===== src/rtl/flash_dma_mc.sv =====
// ---------------------------------------------------------------------------
// flash_dma_mc
//
// Multi-channel flash-to-PSRAM DMA engine. NUM_CH independent descriptor
// channels share one transfer engine. Pending channels are served in
// round-robin order. Each channel can run in byte mode or in 16-bit word-pack
// mode. The engine sits between the flash controller (byte stream) and the
// PSRAM wrapper (16-bit write port). It preloads ROM, charset and colour
// images into PSRAM at boot and on demand.
//
// Ports
//   clk, reset_n        system clock, asynchronous active-low reset
//   ch_src_addr         per-channel flash byte source address (24 bits each)
//   ch_dst_addr         per-channel PSRAM byte destination address (22 bits each)
//   ch_length           per-channel byte count (LEN_W bits each)
//   ch_word_mode        per-channel: 1 = pack byte pairs into 16-bit writes
//   ch_start            per-channel 1-cycle request pulse
//   ch_busy             per-channel pending-or-active flag
//   ch_done             per-channel 1-cycle completion pulse
//   flash_addr          flash read start address
//   flash_req_r_addr    pulse: start a read at flash_addr
//   flash_req_r_next    pulse: fetch the next sequential byte
//   flash_d_ready       pulse from flash: flash_d_out valid
//   flash_d_out         flash read data
//   psram_w_strobe      1-cycle PSRAM write pulse
//   psram_addr          PSRAM byte address
//   psram_d_in          PSRAM write data
//   psram_byte_write    1 = single-byte write
//   psram_busy          PSRAM controller busy
//   ch_checksum         per-channel 16-bit byte sum (FLASH_DMA_CHECKSUM_EN only)
//
// Optional feature macro: FLASH_DMA_CHECKSUM_EN
// ---------------------------------------------------------------------------
module flash_dma_mc #(
  parameter int NUM_CH = 2,
  parameter int LEN_W  = 16
) (
  input  logic                    clk,
  input  logic                    reset_n,
  input  logic [NUM_CH*24-1:0]    ch_src_addr,
  input  logic [NUM_CH*22-1:0]    ch_dst_addr,
  input  logic [NUM_CH*LEN_W-1:0] ch_length,
  input  logic [NUM_CH-1:0]       ch_word_mode,
  input  logic [NUM_CH-1:0]       ch_start,
  output logic [NUM_CH-1:0]       ch_busy,
  output logic [NUM_CH-1:0]       ch_done,
  output logic [23:0]             flash_addr,
  output logic                    flash_req_r_addr,
  output logic                    flash_req_r_next,
  input  logic                    flash_d_ready,
  input  logic [7:0]              flash_d_out,
  output logic                    psram_w_strobe,
  output logic [21:0]             psram_addr,
  output logic [15:0]             psram_d_in,
  output logic                    psram_byte_write,
  input  logic                    psram_busy
`ifdef FLASH_DMA_CHECKSUM_EN
  ,
  output logic [NUM_CH*16-1:0]    ch_checksum
`endif
);

  localparam int CH_W = (NUM_CH > 1) ? $clog2(NUM_CH) : 1;

  typedef enum logic [2:0] {
    S_IDLE,
    S_FL_ADDR,
    S_FL_WAIT,
    S_ASSEMBLE,
    S_PS_WRITE,
    S_PS_WAIT,
    S_FL_NEXT,
    S_DONE
  } state_t;

  state_t            state_q, state_d;
  logic [NUM_CH-1:0] pending_q, pending_d;
  logic [CH_W-1:0]   rr_q, rr_d;
  logic [CH_W-1:0]   grant_q, grant_d;
  logic [23:0]       src_q, src_d;
  logic [21:0]       dst_q, dst_d;
  logic [LEN_W-1:0]  rem_q, rem_d;
  logic              word_q, word_d;
  logic              have_lo_q, have_lo_d;
  logic [7:0]        lo_q, lo_d;
  logic [7:0]        data_q, data_d;
  logic              grace_q, grace_d;

  logic [23:0]       flash_addr_q, flash_addr_d;
  logic              flash_req_r_addr_q, flash_req_r_addr_d;
  logic              flash_req_r_next_q, flash_req_r_next_d;
  logic              psram_w_strobe_q, psram_w_strobe_d;
  logic [21:0]       psram_addr_q, psram_addr_d;
  logic [15:0]       psram_d_in_q, psram_d_in_d;
  logic              psram_byte_write_q, psram_byte_write_d;
  logic [NUM_CH-1:0] ch_done_q, ch_done_d;

`ifdef FLASH_DMA_CHECKSUM_EN
  logic [NUM_CH-1:0][15:0] csum_q, csum_d;
`else
  // Checksum disabled: no per-channel sum registers and no adder.
`endif

  // Unpack the flat descriptor buses so the granted channel can be selected
  // with a narrow index.
  logic [23:0]      src_arr [NUM_CH];
  logic [21:0]      dst_arr [NUM_CH];
  logic [LEN_W-1:0] len_arr [NUM_CH];

  for (genvar i = 0; i < NUM_CH; i++) begin : g_unpack
    assign src_arr[i] = ch_src_addr[i*24 +: 24];
    assign dst_arr[i] = ch_dst_addr[i*22 +: 22];
    assign len_arr[i] = ch_length[i*LEN_W +: LEN_W];
  end

  // Next-state logic: start capture, round-robin arbitration and the
  // transfer sequencer.
  always_comb begin
    int              idx;
    logic [CH_W-1:0] cand;
    logic            found;
    logic [CH_W-1:0] sel;

    idx                = 0;
    cand               = '0;
    found              = 1'b0;
    sel                = '0;

    state_d            = state_q;
    rr_d               = rr_q;
    grant_d            = grant_q;
    src_d              = src_q;
    dst_d              = dst_q;
    rem_d              = rem_q;
    word_d             = word_q;
    have_lo_d          = have_lo_q;
    lo_d               = lo_q;
    data_d             = data_q;
    grace_d            = grace_q;
    flash_addr_d       = flash_addr_q;
    flash_req_r_addr_d = 1'b0;
    flash_req_r_next_d = 1'b0;
    psram_w_strobe_d   = 1'b0;
    psram_addr_d       = psram_addr_q;
    psram_d_in_d       = psram_d_in_q;
    psram_byte_write_d = psram_byte_write_q;
    ch_done_d          = '0;
`ifdef FLASH_DMA_CHECKSUM_EN
    csum_d             = csum_q;
`endif

    // A start on an already pending channel changes nothing, so OR-ing is
    // enough to ignore it.
    pending_d = pending_q | ch_start;

    // Lowest-index pending channel at or after the round-robin pointer.
    for (int k = 0; k < NUM_CH; k++) begin
      idx = int'(rr_q) + k;
      if (idx >= NUM_CH) idx = idx - NUM_CH;
      cand = CH_W'(idx);
      if (!found && pending_q[cand]) begin
        found = 1'b1;
        sel   = cand;
      end
    end

    case (state_q)
      S_IDLE: begin
        if (found) begin
          grant_d   = sel;
          src_d     = src_arr[sel];
          dst_d     = dst_arr[sel];
          rem_d     = len_arr[sel];
          // An odd destination cannot take aligned word writes, so the whole
          // channel runs in byte mode.
          word_d    = ch_word_mode[sel] & ~dst_arr[sel][0];
          have_lo_d = 1'b0;
`ifdef FLASH_DMA_CHECKSUM_EN
          csum_d[sel] = 16'h0000;
`endif
          state_d   = (len_arr[sel] == '0) ? S_DONE : S_FL_ADDR;
        end
      end

      S_FL_ADDR: begin
        flash_addr_d       = src_q;
        flash_req_r_addr_d = 1'b1;
        state_d            = S_FL_WAIT;
      end

      S_FL_WAIT: begin
        if (flash_d_ready) begin
          data_d  = flash_d_out;
          rem_d   = rem_q - LEN_W'(1);
`ifdef FLASH_DMA_CHECKSUM_EN
          csum_d[grant_q] = csum_q[grant_q] + {8'h00, flash_d_out};
`endif
          state_d = S_ASSEMBLE;
        end
      end

      S_ASSEMBLE: begin
        // rem_q already counts the byte just captured, so rem_q==0 with no
        // low byte held means this is an odd tail byte.
        if (!word_q || (!have_lo_q && rem_q == '0)) begin
          psram_addr_d       = dst_q;
          psram_d_in_d       = {data_q, data_q};
          psram_byte_write_d = 1'b1;
          dst_d              = dst_q + 22'd1;
          state_d            = S_PS_WRITE;
        end else if (!have_lo_q) begin
          lo_d      = data_q;
          have_lo_d = 1'b1;
          state_d   = S_FL_NEXT;
        end else begin
          psram_addr_d       = dst_q;
          psram_d_in_d       = {data_q, lo_q};
          psram_byte_write_d = 1'b0;
          dst_d              = dst_q + 22'd2;
          have_lo_d          = 1'b0;
          state_d            = S_PS_WRITE;
        end
      end

      S_PS_WRITE: begin
        if (!psram_busy) begin
          psram_w_strobe_d = 1'b1;
          grace_d          = 1'b1;
          state_d          = S_PS_WAIT;
        end
      end

      S_PS_WAIT: begin
        // The PSRAM wrapper raises busy one cycle after the strobe, so the
        // first cycle here is skipped before trusting psram_busy.
        if (grace_q) begin
          grace_d = 1'b0;
        end else if (!psram_busy) begin
          state_d = (rem_q == '0) ? S_DONE : S_FL_NEXT;
        end
      end

      S_FL_NEXT: begin
        flash_req_r_next_d = 1'b1;
        state_d            = S_FL_WAIT;
      end

      S_DONE: begin
        ch_done_d[grant_q] = 1'b1;
        pending_d[grant_q] = 1'b0;
        if (grant_q == CH_W'(NUM_CH - 1)) rr_d = '0;
        else                              rr_d = grant_q + 1'b1;
        state_d = S_IDLE;
      end

      default: state_d = S_IDLE;
    endcase
  end

  // State and registered outputs; reset aborts any transfer immediately.
  always_ff @(posedge clk or negedge reset_n) begin
    if (!reset_n) begin
      state_q            <= S_IDLE;
      pending_q          <= '0;
      rr_q               <= '0;
      grant_q            <= '0;
      src_q              <= '0;
      dst_q              <= '0;
      rem_q              <= '0;
      word_q             <= 1'b0;
      have_lo_q          <= 1'b0;
      lo_q               <= '0;
      data_q             <= '0;
      grace_q            <= 1'b0;
      flash_addr_q       <= '0;
      flash_req_r_addr_q <= 1'b0;
      flash_req_r_next_q <= 1'b0;
      psram_w_strobe_q   <= 1'b0;
      psram_addr_q       <= '0;
      psram_d_in_q       <= '0;
      psram_byte_write_q <= 1'b0;
      ch_done_q          <= '0;
`ifdef FLASH_DMA_CHECKSUM_EN
      csum_q             <= '0;
`endif
    end else begin
      state_q            <= state_d;
      pending_q          <= pending_d;
      rr_q               <= rr_d;
      grant_q            <= grant_d;
      src_q              <= src_d;
      dst_q              <= dst_d;
      rem_q              <= rem_d;
      word_q             <= word_d;
      have_lo_q          <= have_lo_d;
      lo_q               <= lo_d;
      data_q             <= data_d;
      grace_q            <= grace_d;
      flash_addr_q       <= flash_addr_d;
      flash_req_r_addr_q <= flash_req_r_addr_d;
      flash_req_r_next_q <= flash_req_r_next_d;
      psram_w_strobe_q   <= psram_w_strobe_d;
      psram_addr_q       <= psram_addr_d;
      psram_d_in_q       <= psram_d_in_d;
      psram_byte_write_q <= psram_byte_write_d;
      ch_done_q          <= ch_done_d;
`ifdef FLASH_DMA_CHECKSUM_EN
      csum_q             <= csum_d;
`endif
    end
  end

  assign ch_busy          = pending_q;
  assign ch_done          = ch_done_q;
  assign flash_addr       = flash_addr_q;
  assign flash_req_r_addr = flash_req_r_addr_q;
  assign flash_req_r_next = flash_req_r_next_q;
  assign psram_w_strobe   = psram_w_strobe_q;
  assign psram_addr       = psram_addr_q;
  assign psram_d_in       = psram_d_in_q;
  assign psram_byte_write = psram_byte_write_q;
`ifdef FLASH_DMA_CHECKSUM_EN
  assign ch_checksum      = csum_q;
`endif

endmodule


===== config.mk =====
export PLATFORM = sky130hd
export DESIGN_NAME = flash_dma_mc
export DESIGN_NICKNAME = d
export VERILOG_FILES = /design/src/rtl/flash_dma_mc.sv
export SDC_FILE = /design/constraint.sdc
export NUM_CORES = 1
export LEC_CHECK = 0
export ABC_AREA = 0
export CORE_MARGIN = 2
export CORE_UTILIZATION = 53
export CTS_CLUSTER_DIAMETER = 100
export DETAILED_ROUTE_END_ITERATION = 12
export PLACE_DENSITY = 0.86
export SYNTH_ARGS = -nofsm -noshare
export SYNTH_HDL_FRONTEND = slang
export SYNTH_SLANG_ARGS = --single-unit

===== constraint.sdc =====
create_clock -name clk -period 7.7 [get_ports clk]
set_input_delay 1.54 -clock clk [delete_from_list [all_inputs] [get_ports clk]]
set_output_delay 1.54 -clock clk [all_outputs]
set_load 0.005 [all_outputs]

* Yosys cells after proc, flatten, opt, wreduce, memory -nomap -nowiden
Index checks and enable logic that the tools add are counted.
** Cells by class
- Mux-type cells :: 59
- Bitwise operators :: 8
- Magnitude comparators :: 8
- Reductions and logical operators :: 24
- Add/sub/neg operators :: 7
- Equality and inequality tests :: 14
** Operators by type and width (number)
- $mux W22 :: 8
- $mux W16 :: 7
- $mux W24 :: 3
- $pmux W22 S2 :: 1
- $logic_not A16 Y1 :: 2
- $pmux W16 S2 :: 1
- $mux W1 :: 25
- $add A22 B1 Y22 const B :: 1
- $add A22 B2 Y22 const B :: 1
- $pmux W3 S7 :: 1
- $mux W3 :: 6
- $sub A16 B1 Y16 const B :: 1
- $eq A3 B3 Y1 const B :: 4
- $ne A2 B2 Y1 const B :: 6
- $reduce_and A3 Y1 :: 4
- $lt A1 B2 Y1 const B :: 4
- $mux W2 :: 4
- $reduce_and A2 Y1 :: 4
- $reduce_bool A2 Y1 :: 4
- $eq A3 B2 Y1 const B :: 2
- $reduce_and A5 Y1 :: 1
- $ge A2 B2 Y1 const B :: 2
- $pmux W1 S2 :: 2
- $eq A3 B1 Y1 const B :: 1
- 18 further kinds :: 25
** Storage, ports and cells
- Input bits :: 140
- Bits in registers :: 156

* Depth between registers and ports, before layout
- Depth after elaboration :: 16
- Mapped depth :: 10

* Least setup slack after synthesis
OpenSTA, ideal clock, no wires.
- Path type :: input port to flip-flop
- Start :: input port ch_length[0]
- End :: register state_q[2]
- Arrival :: 2.829 ns
- Path buffers :: 0
- Path slack :: 4.788 ns
- Stages on the path :: 4
- Data required time :: 7.617 ns
- Cell sequence :: or4_1 -> a2111oi_0 -> a41oi_1 -> o21ai_0
** Between the ends
- Longest elaborated chain between the ends :: 7
** RTL lines
- from (decl) :: RTL line 42 : input logic [NUM_CH*LEN_W-1:0] ch_length,
- $mux W16 (not written as such) (3 in a row) :: RTL line 181 : state_d = (len_arr[sel] == '0) ? S_DONE : S_FL_ADDR;
- $logic_not A16 Y1 :: RTL line 181
- $mux W3 :: RTL line 181
- $mux W3 :: RTL line 169 : if (found) begin
- $pmux W3 S7 :: RTL line 167 : case (state_q)
- to (signal assigned) :: RTL line 287 : state_q <= state_d;
- to (decl) :: RTL line 76 : state_t state_q, state_d;
No other way between the ends. The select of a mux whose other input is x is not followed.
A chain may end at the register's enable or synchronous reset.

* Worst setup path after layout
- Start :: register rem_q[0]
- End :: register dst_q[6]
** Between the ends
- Longest elaborated chain between the ends :: 5
- Elaborated cells between the ends (all ways) :: 7
- Classes of those cells :: 1 x eq/ne; 2 x mux; 4 x reduce/logical
** RTL lines
- from (decl) :: RTL line 82 : logic [LEN_W-1:0] rem_q, rem_d;
- from (signal assigned) :: RTL line 293 : rem_q <= rem_d;
- $logic_not A16 Y1 (*) :: RTL line 205 : if (!word_q || (!have_lo_q && rem_q == '0)) begin
- $logic_and A1 B1 Y1 (*) :: RTL line 205
- $logic_or A1 B1 Y1 (*) :: RTL line 205
- $ne A3 B3 Y1 (no source line) / $mux W22 (equally long branches)
- $reduce_and A3 Y1 (no source line) / $pmux W22 S2 (equally long branches)
- to (signal assigned) :: RTL line 292 : dst_q <= dst_d;
- to (decl) :: RTL line 81 : logic [21:0] dst_q, dst_d;
Every way passes the cells marked *; elsewhere a longest branch is shown, timed or not.

==> metrics.md <==
| Metric | Value |
|---|---|
| First-pass DRT Iterations | `7` |
| RSZ-0062 raised after global routing | `false` |
| P_int | `0.00267 W` |
| Total number of clock tree sinks | `between 150 and 200` |
| Cell Pwr Density | `432 nW/µm²` |
| Crit-path max FO | `25` |
| H-Tree Depth | `4` |
| Clock Tree Buf Depth | `2` |
| CP arrival | `3760 ps` |
| Worst Tran Pin Value | `around 1100 ps` |
| Setup TNS | `0 ps` |
| Footprint of the multi-input gates | `roughly 3700 µm²` |
| Leakage | `between 4 and 5 nW` |
| Worst reg2reg setup slack | `4260 ps` |
| FMAX | `slightly below 300 MHz` |
| Initial antenna violation count | `0` |
| Height of the chip | `about 130 µm` |
| Final WS setup | `roughly 4300 ps` |
| Die width | `approximately 130 µm` |
| CORE AREA | `14500 µm²` |
| Storage cell area | `between 3000 and 4000 µm²` |
| CTS tree | `built` |
| Largest family of logic cells by synthesized area | `simple AND/OR/NAND/NOR gates` |
| Post-synthesis compound-gate area fraction | `13.9%` |
| Switch share | `41.9%` |
| Clk_lat worst skew | `between 400 and 500 ps` |
| Placement Cell Area | `just over 10000 µm²` |
| Clock root cell | `clkbuf_16` |
| Slew Viols, Final | `0` |
| Worst slew margin relative to its limit | `28.7%` |
| Hold Crit Class | `reg -> reg` |
| Hold endpoint | `psram_addr[9]` |
| Row count | `44` |
| Post-route antenna net violation count | `0` |
| Outcome | `complete, no violations` |
| Post-CTS Setup Inserts | `0` |
| Synthesized area per cell | `9.01 µm²` |
| Area Overhead vs Synth | `35.4%` |
| Hold wc startpoint | `psram_addr[9]` |
| Post-layout util | `73.4%` |
| Clk slew on worst S/H paths | `around 70 ps` |
| Finished Cell Area | `approximately 11000 µm²` |
| Hold_ws | `approximately 480 ps` |
| EDFF count, synth | `0` |
| PortBufs | `209` |
| Number of remaining DRC errors | `0` |
| IO Pins | `210` |
| Share of power burned in registers | `a little over a third` |
| DP Worst Slack | `between 4000 and 5000 ps` |
| Fin nets | `1193` |
| XOR/XNOR Fraction of Synth Area | `0%` |
| Placer Congestion | `0.947` |
| First-pass GRT wire length | `between 30000 and 40000 µm` |
| Post-synthesis mux area share | `under 10%` |
| Simple-Gate Fraction of Synth Area | `roughly 23%` |
| Vias in the first global route | `7077` |
| Final hold violations | `0` |
| Net Switching | `between 0.0015 and 0.002 W` |
| Die Area | `approximately 16000 µm²` |
| Cts hold-fix bufs | `0` |
| Max-Cap Viols | `0` |
| Power share of the combinational group | `47.6%` |
| CP Launch Type | `flop` |
| Syn Std Cell Area | `between 7000 and 8000 µm²` |
| FILL cells | `roughly 1000` |
| Synth Warn # | `0` |
| Final WL | `~23000 µm` |
| CTS Buf Count | `17` |
| Synth unique cells | `64` |
| Max VDD drop | `about 0.31 mV` |
| Final setup vio count | `0` |
| Hold depth | `2` |
| Via count | `about 7300` |
| Period utilization | `between 40% and 50%` |
| Number of DRC markers in iteration 0 | `approximately 600` |
| All-layer global routing usage | `28.8%` |
| Share of cells above drive strength 1 | `between 10% and 20%` |
| Clk pwr share | `between 10% and 20%` |
| PostCTS Resize Cnt | `0` |
| Register area share after synthesis | `between 40% and 50%` |
| Routed len/inst | `~18 µm` |
| Main synth FF type | `dfrtp_1` |
| Cells after Synth | `between 800 and 900` |
| Yosys reg bits | `around 160` |
| DP HPWL | `between 15000 and 20000 µm` |
| Worst EP required | `8020 ps` |
| Synth Net Count | `a little over 1000` |
| Critical path type | `reg -> reg` |
| DR vias/cell | `5.85` |
| Crit. End Element | `flop` |
| R2r worst-path depth | `9` |
| Largest net degree at the start of global routing | `98` |
| Post-synth ARST share | `between 90% and 100%` |
| Min Tclk post-route | `3440 ps` |
| Post-Synth Adder-Cell Area | `less than 1%` |
| Launching point of the worst reg2reg path | `rem_q[0]` |
| Worst reg2reg path endpoint | `dst_q[6]` |
| Initial Util | `between 50% and 60%` |
| Grt ovf | `0` |
| Fin Clk Skew | `between 10 and 15 ps` |
sequential cells by signal (all words and copies together), names as in the netlist, 3 cells and up:
name	count
dst_q	22
psram_d_in	16
psram_addr	22
state_q	3
rem_q	16
flash_addr	24
src_q	24
lo_q	8
data_q	8
worst max path at each step:
stage,start,depth (start not counted),to
floorplan,ch_length[0],4,state_q[2]
global placement,ch_length[0],5,state_q[2]
detailed placement,ch_length[0],5,state_q[2]
CTS,rem_q[0],9,dst_q[6]
global route,state_q[2],7,dst_q[6]
finish,rem_q[0],9,dst_q[6]
final cells by class:
| type | count | area share, % |
|---|---|---|
| inverters | 12 | 0.424 |
| clock inverters | 14 | 1.21 |
| clock buffers | 18 | 4.13 |
| well taps | 184 | 2.17 |
| flip-flops and latches | 156 | 36.7 |
| diodes | 1 | 0.0235 |
| repair buffers | 220 | 20.5 |
| multi-input cells | 642 | 34.9 |
power groups by stage:
| stage | Sequential (W) | Clock (W) | Combinational [W] |
|---|---|---|---|
| floorplan | 0.00147 | 0 | 0.00140 |
| global placement | 0.00157 | 0 | 0.00210 |
| detailed placement | 0.00159 | 0 | 0.00217 |
| CTS | 0.00159 | 0.000813 | 0.00218 |
| global route | 0.00166 | 0.000846 | 0.00241 |
| finish | 0.00160 | 0.000807 | 0.00219 |
critical path, stage by stage, from the launching register on:
cell and delay [ps]:
dfrtp_1 400, inv_1 110, ha_1 160, nor4b_1 390, nand4_2 370, nand2_1 530, nand2_1 380, buf_4 340
or4b_1 490, o211a_1 150
cell families (layout without fill, tap and decap cells):
| family | Yosys count | count (layout) |
|---|---|---|
| simple gates | 405 | 405 |
| compound gates | 170 | 170 |
| flops | 156 | 156 |
| buf+inv | 73 | 264 |
| mux | 63 | 63 |
| fa+ha+maj | 4 | 4 |
| other cells | 0 | 1 |
cells in the mapped netlist (all sizes together) (4+ instances only):
master	number	share of area (%)
a21oi	46	2.9
a22oi	6	0.57
a31oi	29	2.3
a32o	5	0.64
and2	5	0.40
and3	7	0.56
buf	4	0.33
clkbuf	57	2.9
dfrtp	156	50
ha	4	0.64
inv	12	0.57
mux2	44	6.3
mux2i	19	2.4
nand2	213	10
nand3	35	2.2
nand4	11	0.96
nor2	77	3.7
nor3	14	0.89
nor3b	4	0.38
nor4	9	0.80
o21ai	40	2.7
o22ai	4	0.32
o31ai	5	0.48
o41ai	4	0.45
or3	6	0.48
or4	12	1.2
stage by stage:
stage,total power [W],std cells
global route,0.00492,1246
global placement,0.00367,1214
finish,0.00460,1247
floorplan,0.00288,871
detailed placement,0.00376,1214
CTS,0.00459,1246
cells in the final DEF, fill, tap and decap left out, types with 4 or more instances in the layout:
cell type | Yosys | final
clkdlybuf4s50_1 | 0 | 208
ha_1 | 4 | 4
a31oi_1 | 29 | 29
inv_8 | 0 | 4
or4_1 | 10 | 10
clkinv_4 | 0 | 4
and2_1 | 5 | 5
a22oi_1 | 6 | 6
nand4_1 | 10 | 10
a21oi_1 | 46 | 45
o31ai_1 | 5 | 5
clkbuf_16 | 0 | 17
nor3b_1 | 4 | 4
o41ai_1 | 4 | 4
nor4_1 | 8 | 8
nor2_1 | 76 | 76
o21ai_0 | 38 | 38
mux2_2 | 44 | 44
nand2_1 | 213 | 213
buf_4 | 0 | 11
mux2i_1 | 19 | 19
nor3_1 | 14 | 12
nand3_1 | 35 | 35
or3_1 | 6 | 6
inv_1 | 12 | 12
o22ai_1 | 4 | 4
and3_1 | 7 | 7
a32o_1 | 5 | 5
dfrtp_1 | 156 | 156
per-layer routing:
metal | track usage [%] | up-vias | wire length, µm
met4 | 12.2 | 0 | 745
met5 | 0 | - | 0
met1 | 38.4 | 3502 | 9380
met3 | 6.88 | 58 | 1760
li1 | - | 3435 | -
met2 | 45.6 | 302 | 10700
(Power assumes the default switching activity.)
